===== src/rtl/spi_slave_if.sv =====
// SPI mode-0 slave: oversampled pads, MSB-first rx/tx words; pad-to-event latency SYNC_STAGES+1 clk.
// rx has no backpressure (rx_data held until next word); tx via a one-word valid/ready holding register.
module spi_slave_if #(
   parameter int DATA_W      = 8,
   parameter int SYNC_STAGES = 2
) (
   input  logic              clk,
   input  logic              rst,
   input  logic              sclk,
   input  logic              cs_n,
   input  logic              mosi,
   output logic              miso,
   output logic [DATA_W-1:0] rx_data,
   output logic              rx_valid,
   input  logic [DATA_W-1:0] tx_data,
   input  logic              tx_valid,
   output logic              tx_ready,
   output logic              busy,
   output logic              frame_end
);
   localparam int CNT_W = $clog2(DATA_W);

   typedef enum logic {IDLE, SHIFT} state_t;

   state_t                 state;
   logic [SYNC_STAGES-1:0] sclk_sync, cs_sync, mosi_sync;
   logic                   sclk_d, cs_d;
   logic [SYNC_STAGES:0]   flush;
   logic                   armed;
   logic [CNT_W-1:0]       bit_cnt;
   logic                   got_bit;
   logic [DATA_W-1:0]      rx_shift, tx_shift, hold;
   logic                   hold_full;

   logic sclk_s, cs_s, mosi_s;
   logic sclk_rise, sclk_fall, cs_fall, cs_rise;

   assign sclk_s    = sclk_sync[SYNC_STAGES-1];
   assign cs_s      = cs_sync[SYNC_STAGES-1];
   assign mosi_s    = mosi_sync[SYNC_STAGES-1];
   assign sclk_rise = sclk_s & ~sclk_d;
   assign sclk_fall = ~sclk_s & sclk_d;
   assign cs_rise   = cs_s & ~cs_d;
   assign cs_fall   = armed & ~cs_s & cs_d;

   assign busy     = (state == SHIFT);
   assign miso     = (state == SHIFT) & tx_shift[DATA_W-1];
   assign tx_ready = ~hold_full;

   always_ff @(posedge clk) begin
      if (rst) begin
         sclk_sync <= '0;
         cs_sync   <= '1;
         mosi_sync <= '0;
         sclk_d    <= 1'b0;
         cs_d      <= 1'b1;
         flush     <= '0;
         armed     <= 1'b0;
         state     <= IDLE;
         bit_cnt   <= '0;
         got_bit   <= 1'b0;
         rx_shift  <= '0;
         tx_shift  <= '0;
         hold      <= '0;
         hold_full <= 1'b0;
         rx_data   <= '0;
         rx_valid  <= 1'b0;
         frame_end <= 1'b0;
      end else begin
         sclk_sync <= {sclk_sync[SYNC_STAGES-2:0], sclk};
         cs_sync   <= {cs_sync[SYNC_STAGES-2:0], cs_n};
         mosi_sync <= {mosi_sync[SYNC_STAGES-2:0], mosi};
         sclk_d    <= sclk_s;
         cs_d      <= cs_s;
         flush     <= {flush[SYNC_STAGES-1:0], 1'b1};
         rx_valid  <= 1'b0;
         frame_end <= 1'b0;

         // A cs_n held low through reset must be seen high once before a frame may start.
         if (flush[SYNC_STAGES] && cs_s)
            armed <= 1'b1;

         if (tx_valid && !hold_full) begin
            hold      <= tx_data;
            hold_full <= 1'b1;
         end

         case (state)
            IDLE: begin
               if (cs_fall) begin
                  state    <= SHIFT;
                  bit_cnt  <= '0;
                  got_bit  <= 1'b0;
                  rx_shift <= '0;
                  tx_shift <= hold_full ? hold : '0;
                  if (hold_full)
                     hold_full <= 1'b0;
               end
            end
            SHIFT: begin
               if (cs_rise) begin
                  state     <= IDLE;
                  frame_end <= 1'b1;
                  bit_cnt   <= '0;
                  got_bit   <= 1'b0;
                  rx_shift  <= '0;
                  tx_shift  <= '0;
               end else if (sclk_rise) begin
                  rx_shift <= {rx_shift[DATA_W-2:0], mosi_s};
                  got_bit  <= 1'b1;
                  if (bit_cnt == CNT_W'(DATA_W-1)) begin
                     rx_data  <= {rx_shift[DATA_W-2:0], mosi_s};
                     rx_valid <= 1'b1;
                     bit_cnt  <= '0;
                  end else begin
                     bit_cnt <= bit_cnt + CNT_W'(1);
                  end
               end else if (sclk_fall) begin
                  if (bit_cnt != '0) begin
                     tx_shift <= {tx_shift[DATA_W-2:0], 1'b0};
                  end else if (got_bit) begin
                     // Word boundary: next word from holding register, zeros on underrun.
                     tx_shift <= hold_full ? hold : '0;
                     if (hold_full)
                        hold_full <= 1'b0;
                  end
               end
            end
            default: state <= IDLE;
         endcase
      end
   end
endmodule


===== config.mk =====
export PLATFORM = sky130hd
export DESIGN_NAME = spi_slave_if
export DESIGN_NICKNAME = d
export VERILOG_FILES = /design/src/rtl/spi_slave_if.sv
export SDC_FILE = /design/constraint.sdc
export NUM_CORES = 1
export LEC_CHECK = 0
export BUFFER_PORTS_ARGS = -buffer_cell sky130_fd_sc_hd__buf_2
export CORE_MARGIN = 5
export CORE_UTILIZATION = 45
export DETAILED_ROUTE_END_ITERATION = 10
export MAX_ROUTING_LAYER = met4
export PLACE_DENSITY_LB_ADDON = 0.12
export SYNTH_ARGS = -nofsm -noshare
export SYNTH_HDL_FRONTEND = slang
export SYNTH_SLANG_ARGS = --single-unit

===== constraint.sdc =====
create_clock -name clk -period 3.5 [get_ports clk]
set_input_delay 0.175 -clock clk [delete_from_list [all_inputs] [get_ports clk]]
set_output_delay 0.175 -clock clk [all_outputs]
set_load 0.02 [all_outputs]

==> impl_metrics.py, run 1 <==
metrics = {
    "route": {
        "wirelength_met1_um": 1890,
        "dr.pass1.iters": 4,
        "routed.top_layer": "met4",
        "routed_wl_um": 3920,
        "met2_length_um": 1730,
        "drtAntennaViolNets": 0,
        "drc_errors": 0,
        "routed-wl-met3_um": 258,
        "vias_per_cell": 5.41,
        "vias": 1521,
        "wl_per_cell_um": 14.0,
        "dr.first_iter.drc_count": 91,
    },
    "cells_and_area": {
        "drive_gt1_frac": 0.210,
        "final_cell_area_um2": 2230,
        "fin_util": 0.517,
        "antenna_cells": 0,
        "layout.cells.non_filler": 281,
        "final_common_cell": "dfxtp_1",
        "layout_common_cells": "dfxtp_1, nand2_1, buf_2",
        "finalNetCount": 245,
        "multiInputGateArea_um2": 856,
        "fill_cells": 409,
        "regArea_um2": 1020,
        "syn_to_final_growth_pct": 12.1,
    },
    "clock_tree": {
        "clockRootBuffer": "clkbuf_8",
        "cts-hold-fix-buffers": 0,
        "cts_buffer_depth": 2,
        "cts_resized": 0,
        "cts_made_buffers": 5,
        "cts_tree": "yes",
        "cts.clk_slew.worst_paths_ns": 0.09,
        "cts_sinks": 51,
        "htree_levels": 2,
        "clock_latency_ns": 0.30,
        "cts_setup_buffers": 0,
    },
    "grt": {
        "grt_max_degree": 51,
        "grt_remaining_overflow": 0,
        "first_global_vias": 1452,
        "grt.total_usage": 0.146,
        "antenna_found_initial": 0,
        "grt_pass1_wl_um": 6920,
    },
    "pwr": {
        "power_density_nw_per_um2": 505,
        "power_uw": 1130,
        "irDropWorstVdd_uv": 313,
        "power_leakage_uw": 0.000829,
    },
    "min_path": {
        "hp-class": "in -> reg",
    },
    "sta": {
        "fin_skew_ns": 0.00719,
        "finalCriticalPeriod_ns": 1.72,
        "hold_viol": 0,
        "tightest_slew_ns": 0.906,
        "final.setup.tns_ns": 0,
        "min_period_over_period": 0.492,
        "setup_violations": 0,
        "relSlewSlack": 0.396,
        "rsz0062_at_grt": "no",
        "drv_slew": 0,
        "max_clock_freq_mhz": 580,
    },
    "placed_design": {
        "io_buffers": 26,
        "dpl_cell_area_um2": 2100,
        "place_hpwl_um": 2660,
        "dp.cells": 273,
        "gp_congestion": 0.798,
    },
    "critical_path": {
        "endpoint_kind": "flip-flop",
        "cpMaxStageDelayCell": "or2_2",
        "crit_type": "reg -> reg",
        "max_stage_delay_ns": 0.36,
        "crit_buf_inv": 1,
        "critPathTopFamily": "simple AND/OR/NAND/NOR gates",
        "worstPathArrival_ns": 1.96,
        "crit_fanout": 16,
        "crit_chain": "inv_1 -> ha_1 -> nor3b_1 -> o221ai_4 -> or2_2 -> a21oi_2",
        "worstSetupStartpointType": "flip-flop",
        "required_ns": 3.73,
    },
    "logic_synthesis": {
        "yosysSeqAreaShare": 0.512,
        "syn_nets": 227,
        "synth_top_family_by_area": "simple AND/OR/NAND/NOR gates",
        "synthMuxAreaShare": 0,
        "yosysUniqueCellTypes": 37,
        "synth_area_leader_cell": "dfxtp_1",
        "synth.ff_latch_count": 51,
        "synth_compound_area_frac": 0.195,
        "synthTopCellsByArea": "dfxtp_1, a32oi_1, nand2_1",
        "avgSynthCellArea_um2": 9.49,
        "synth_simple_gate_area_frac": 0.215,
        "syn_inst": 210,
        "synthesis.area_um2": 1990,
        "ys_warn_count": 0,
        "synth_top_area_share": 0.512,
        "synthAdderAreaFrac": 0.0188,
        "synthXorXnorAreaFrac": 0,
    },
    "floorplan": {
        "core-area_um2": 4320,
        "rows": 24,
        "die-area_um2": 5860,
        "io_pins": 27,
        "die_y_um": 76.6,
        "die_w_um": 76.6,
        "start_util": 0.461,
    },
    "status": {
        "status": "finished, final reports clean",
    },
    "run": {
        "drv_cap": 0,
    },
}
[cell families after synthesis]
logic type	count (synthesis)
buffers and inverters	22
AND/OR/NAND/NOR	83
AO/OA/AOI/OAI	51
adder cells (fa/ha/maj)	3
flip-flops	51
[per-layer routing]
| metal | global-route usage | vias to the layer above |
|---|---|---|
| met2 | 0.201 | 33 |
| met3 | 0.0508 | 7 |
| met1 | 0.200 | 712 |
| li1 | - | 769 |
| met5 | - | - |
| met4 | 0.0472 | 0 |
[cell usage after synthesis]
cell type / n
dfxtp_1: 51
nand2_1: 27
nor2_1: 23
a21oi_1: 20
a32oi_1: 17
nor2b_1: 11
nand3_1: 8
clkbuf_1: 7
inv_1: 6
a211oi_1: 5
buf_2: 3
ha_1: 3
or2_2: 3
a211oi_2: 2
buf_6: 2
a21o_4: 1
a21oi_2: 1
a221o_1: 1
a31oi_1: 1
and2_1: 1
and3_1: 1
buf_1: 1
buf_4: 1
buf_8: 1
inv_2: 1
nand2b_4: 1
nand3b_1: 1
nand3b_2: 1
nand4_1: 1
nand4_2: 1
nand4bb_4: 1
nor3_1: 1
nor3_2: 1
nor3b_1: 1
o21ai_1: 1
o221ai_4: 1
o22ai_1: 1
[final timing paths]
| path | start | to | slack, ns | depth (start not counted) |
|---|---|---|---|---|
| max reg2reg | bit_cnt[0]$_SDFFE_PP0P_ | tx_shift[0]$_SDFFE_PP0P_ | 1.78 | 6 |
| max | bit_cnt[0]$_SDFFE_PP0P_ | tx_shift[0]$_SDFFE_PP0P_ | 1.78 | 6 |
| min reg2reg | cs_sync[0]$_SDFF_PP1_ | cs_sync[1]$_SDFF_PP1_ | 0.41 | 1 |
| min | cs_n | cs_sync[0]$_SDFF_PP1_ | 0.05 | 2 |
[state kept, by name, indices dropped and copies added (netlist names)]
register,count
busy,1
rx_data,8
hold,8
armed,1
mosi_sync,2
got_bit,1
tx_shift,8
cs_sync,2
sclk_sync,2
rx_valid,1
cs_d,1
flush,3
rx_shift,7
sclk_d,1
bit_cnt,3
hold_full,1
frame_end,1
[power breakdown]
part	internal [uW]	switching [uW]
combinational	19.0	29.0
clock	285	190
sequential	594	11.4
[per-stage QoR]
step                setup WS [ns]  hold slack [ns]
finish                       1.78           0.0480
global placement             1.82            0.361
CTS                          1.77           0.0433
floorplan                    2.00            0.279
global route                 1.59           0.0545
detailed placement           1.79            0.363
[final cells by class]
class | count | share of cell area
sequential | 51 | 0.457
multi-input combinational | 137 | 0.383
timing repair buffer | 26 | 0.0582
clock buffer | 5 | 0.0308
clock inverter | 3 | 0.0302
tap | 52 | 0.0291
inverter | 7 | 0.0118
Note: power is estimated with default switching activity, not from simulation.
==> run 2: changes to the inputs <==
ABC_AREA = 1   (was unset)
clock period = 1.5 ns   (was 3.5 ns; I/O delays follow)
==> run 2 against run 1 <==
Die area is 9.1% higher; clock power is 95% higher; critical path type unchanged; critical path depth is 2 higher.
==> impl_metrics.py, run 2 <==
metrics = {
    "status": {
        "status": "finished, final reports clean",
    },
    "sta": {
        "rsz0062_at_grt": "yes",
        "min_period_over_period": 0.924,
        "hold_viol": 0,
        "relSlewSlack": 0.704,
        "setup_violations": 0,
        "tightest_slew_ns": 0.443,
        "finalCriticalPeriod_ns": 1.39,
        "max_clock_freq_mhz": 722,
        "finalWorstSetupSlack_ns": 0.114,
        "fin_skew_ns": 0.00331,
        "drv_slew": 0,
    },
    "critical_path": {
        "endpoint_kind": "flip-flop",
        "critPathTopFamily": "flip-flops",
        "worstPathArrival_ns": 1.59,
        "required_ns": 1.70,
        "crit_buf_inv": 2,
        "crit_fanout": 9,
        "max_stage_delay_ns": 0.39,
        "cpMaxStageDelayCell": "dfxtp_1",
        "crit_type": "reg -> reg",
        "cpMostUsedCell": "nand3_2",
        "worstSetupStartpointType": "flip-flop",
        "crit_chain": "inv_1 -> ha_1 -> inv_2 -> nor2_8 -> nand3_2 -> nand3_2 -> a21oi_1 -> nor2_1",
    },
    "clock_tree": {
        "cts_setup_buffers": 0,
        "htree_levels": 2,
        "cts.clk_slew.worst_paths_ns": 0.09,
        "cts_tree": "yes",
        "cts_made_buffers": 5,
        "clock_latency_ns": 0.30,
        "clockRootBuffer": "clkbuf_8",
        "cts_sinks": 51,
        "cts_buffer_depth": 2,
    },
    "route": {
        "vias_per_cell": 4.57,
        "dr.first_iter.drc_count": 97,
        "drtAntennaViolNets": 0,
        "wl_per_cell_um": 10.9,
        "drc_errors": 0,
        "vias": 1810,
        "dr.pass1.iters": 4,
        "routed_wl_um": 4320,
    },
    "logic_synthesis": {
        "synth_common_cells": "nand2_1, nor2_1, dfxtp_1",
        "synth.most_common_cell": "nand2_1",
        "synth_area_leader_cell": "dfxtp_1",
        "avgSynthCellArea_um2": 7.44,
        "ys_warn_count": 0,
        "syn_nets": 313,
        "synthesis.area_um2": 2200,
        "synth.ff_latch_count": 51,
        "synthTopCellsByArea": "dfxtp_1, nand2_1, nor2_1",
        "yosysSeqAreaShare": 0.464,
        "synth_async_sr_flop_share": 0,
        "yosysUniqueCellTypes": 26,
        "synth-edff-count": 0,
        "synth_top_area_share": 0.464,
        "synthFlopType": "dfxtp_1",
        "syn_inst": 296,
    },
    "pwr": {
        "power_frac_seq": 0.562,
        "clkPwrFrac": 0.368,
        "power_uw": 2520,
        "irDropWorstVdd_uv": 592,
        "power_density_nw_per_um2": 993,
        "p_comb_frac": 0.070,
        "p_int_uw": 1950,
        "p_sw_uw": 570,
        "power_leakage_uw": 0.00120,
        "swShare": 0.226,
    },
    "cells_and_area": {
        "fill_cells": 465,
        "layout_common_cells": "nand2_1, nor2_1, dfxtp_1",
        "fin_util": 0.537,
        "regArea_um2": 1020,
        "top_regs": "hold: 8 flops, rx_data: 8 flops, tx_shift: 8 flops",
        "antenna_cells": 0,
        "drive_gt1_frac": 0.213,
        "layout.cells.non_filler": 396,
        "multiInputGateArea_um2": 982,
        "final_common_cell": "nand2_1",
        "syn_to_final_growth_pct": 15.2,
        "finalNetCount": 346,
    },
    "grt": {
        "grt_remaining_overflow": 0,
        "grt_pass1_wl_um": 7490,
        "first_global_vias": 1682,
        "antenna_found_initial": 0,
        "grt_max_degree": 29,
        "grt.total_usage": 0.151,
    },
    "floorplan": {
        "die-area_um2": 6390,
        "io_pins": 27,
        "core-area_um2": 4720,
        "die_w_um": 80.0,
        "die_y_um": 80.0,
        "rows": 25,
        "start_util": 0.466,
    },
    "placed_design": {
        "dp_slack_ns": 0.130,
        "io_buffers": 26,
        "place_hpwl_um": 2940,
        "dp.cells": 385,
        "gp_congestion": 0.819,
    },
    "min_path": {
        "hp-class": "in -> reg",
    },
    "run": {
        "drv_cap": 0,
    },
}
[run 2: cell types whose count changed after synthesis, moves of 7 or more]
cell / delta
nor2b_1: -11
nor2_1: +31
nand3_1: +9
a32oi_1: -17
nand2_1: +47
a21oi_1: -7
inv_1: +21
o21ai_0: +17
[run 2: path summary, 6_finish.rpt]
kind,depth (start not counted),from,slack [ns],to
setup reg to reg,8,bit_cnt[1]$_SDFFE_PP0P_,0.11,tx_shift[7]$_SDFFE_PP0P_
hold / removal,3,tx_data[3],0.02,hold[3]$_SDFFE_PP0P_
setup / recovery,8,bit_cnt[1]$_SDFFE_PP0P_,0.11,tx_shift[7]$_SDFFE_PP0P_
hold reg to reg,2,flush[0]$_DFF_P_,0.40,flush[1]$_SDFF_PP0_
[run 2: metal layers]
layer / wire [um] / GRT usage / share of wire
met1: 2080 / 0.179 / 0.48
met2: 2010 / 0.251 / 0.47
met3: 161 / 0.0372 / 0.037
met4: 54 / 0.0456 / 0.013
met5: 0 / - / 0
[run 2: layout make-up]
class                      count  area share
sequential                    51       0.403
multi-input combinational    201       0.387
timing repair buffer          35      0.0809
inverter                      35      0.0542
tap                           67      0.0330
clock buffer                   5      0.0271
clock inverter                 2      0.0148
[run 2: power groups by stage]
| stage | combinational [uW] | sequential [uW] | clock, uW |
|---|---|---|---|
| after global routing | 207 | 1420 | 1000 |
| after detailed placement | 170 | 1450 | 0 |
| after CTS | 176 | 1420 | 959 |
| after global placement | 170 | 1450 | 0 |
| after floorplan | 122 | 1440 | 0 |
| final | 176 | 1420 | 927 |
[run 2: cell families after synthesis]
family | Yosys count | share of synthesized area
flip-flops | 51 | 0.464
AO/OA/AOI/OAI | 36 | 0.0920
AND/OR/NAND/NOR | 161 | 0.332
adder cells (fa/ha/maj) | 3 | 0.0170
buffers and inverters | 45 | 0.0949
[run 2: repair_timing]
action                                  in CTS  in global routing
hold buffers                                 3                  0
resized for setup                            0                  1
endpoints found under the hold margin        3                  0
endpoints found under the setup margin       0                  7
[run 2: worst reg2reg max path, stage by stage (launching register included)]
cell,delay (ns)
dfxtp_1,0.39
inv_1,0.06
ha_1,0.22
inv_2,0.11
nor2_8,0.05
nand3_2,0.11
nand3_2,0.16
a21oi_1,0.16
nor2_1,0.05
[run 2: metrics by stage]
stage	hold slack, ns	area (um^2)	setup TNS, ns
after floorplan	0.137	2200	0
after global placement	0.258	2390	0
after detailed placement	0.262	2390	0
after CTS	0.0122	2530	0
after global routing	0.0349	2540	-0.0181
final	0.0210	2540	0
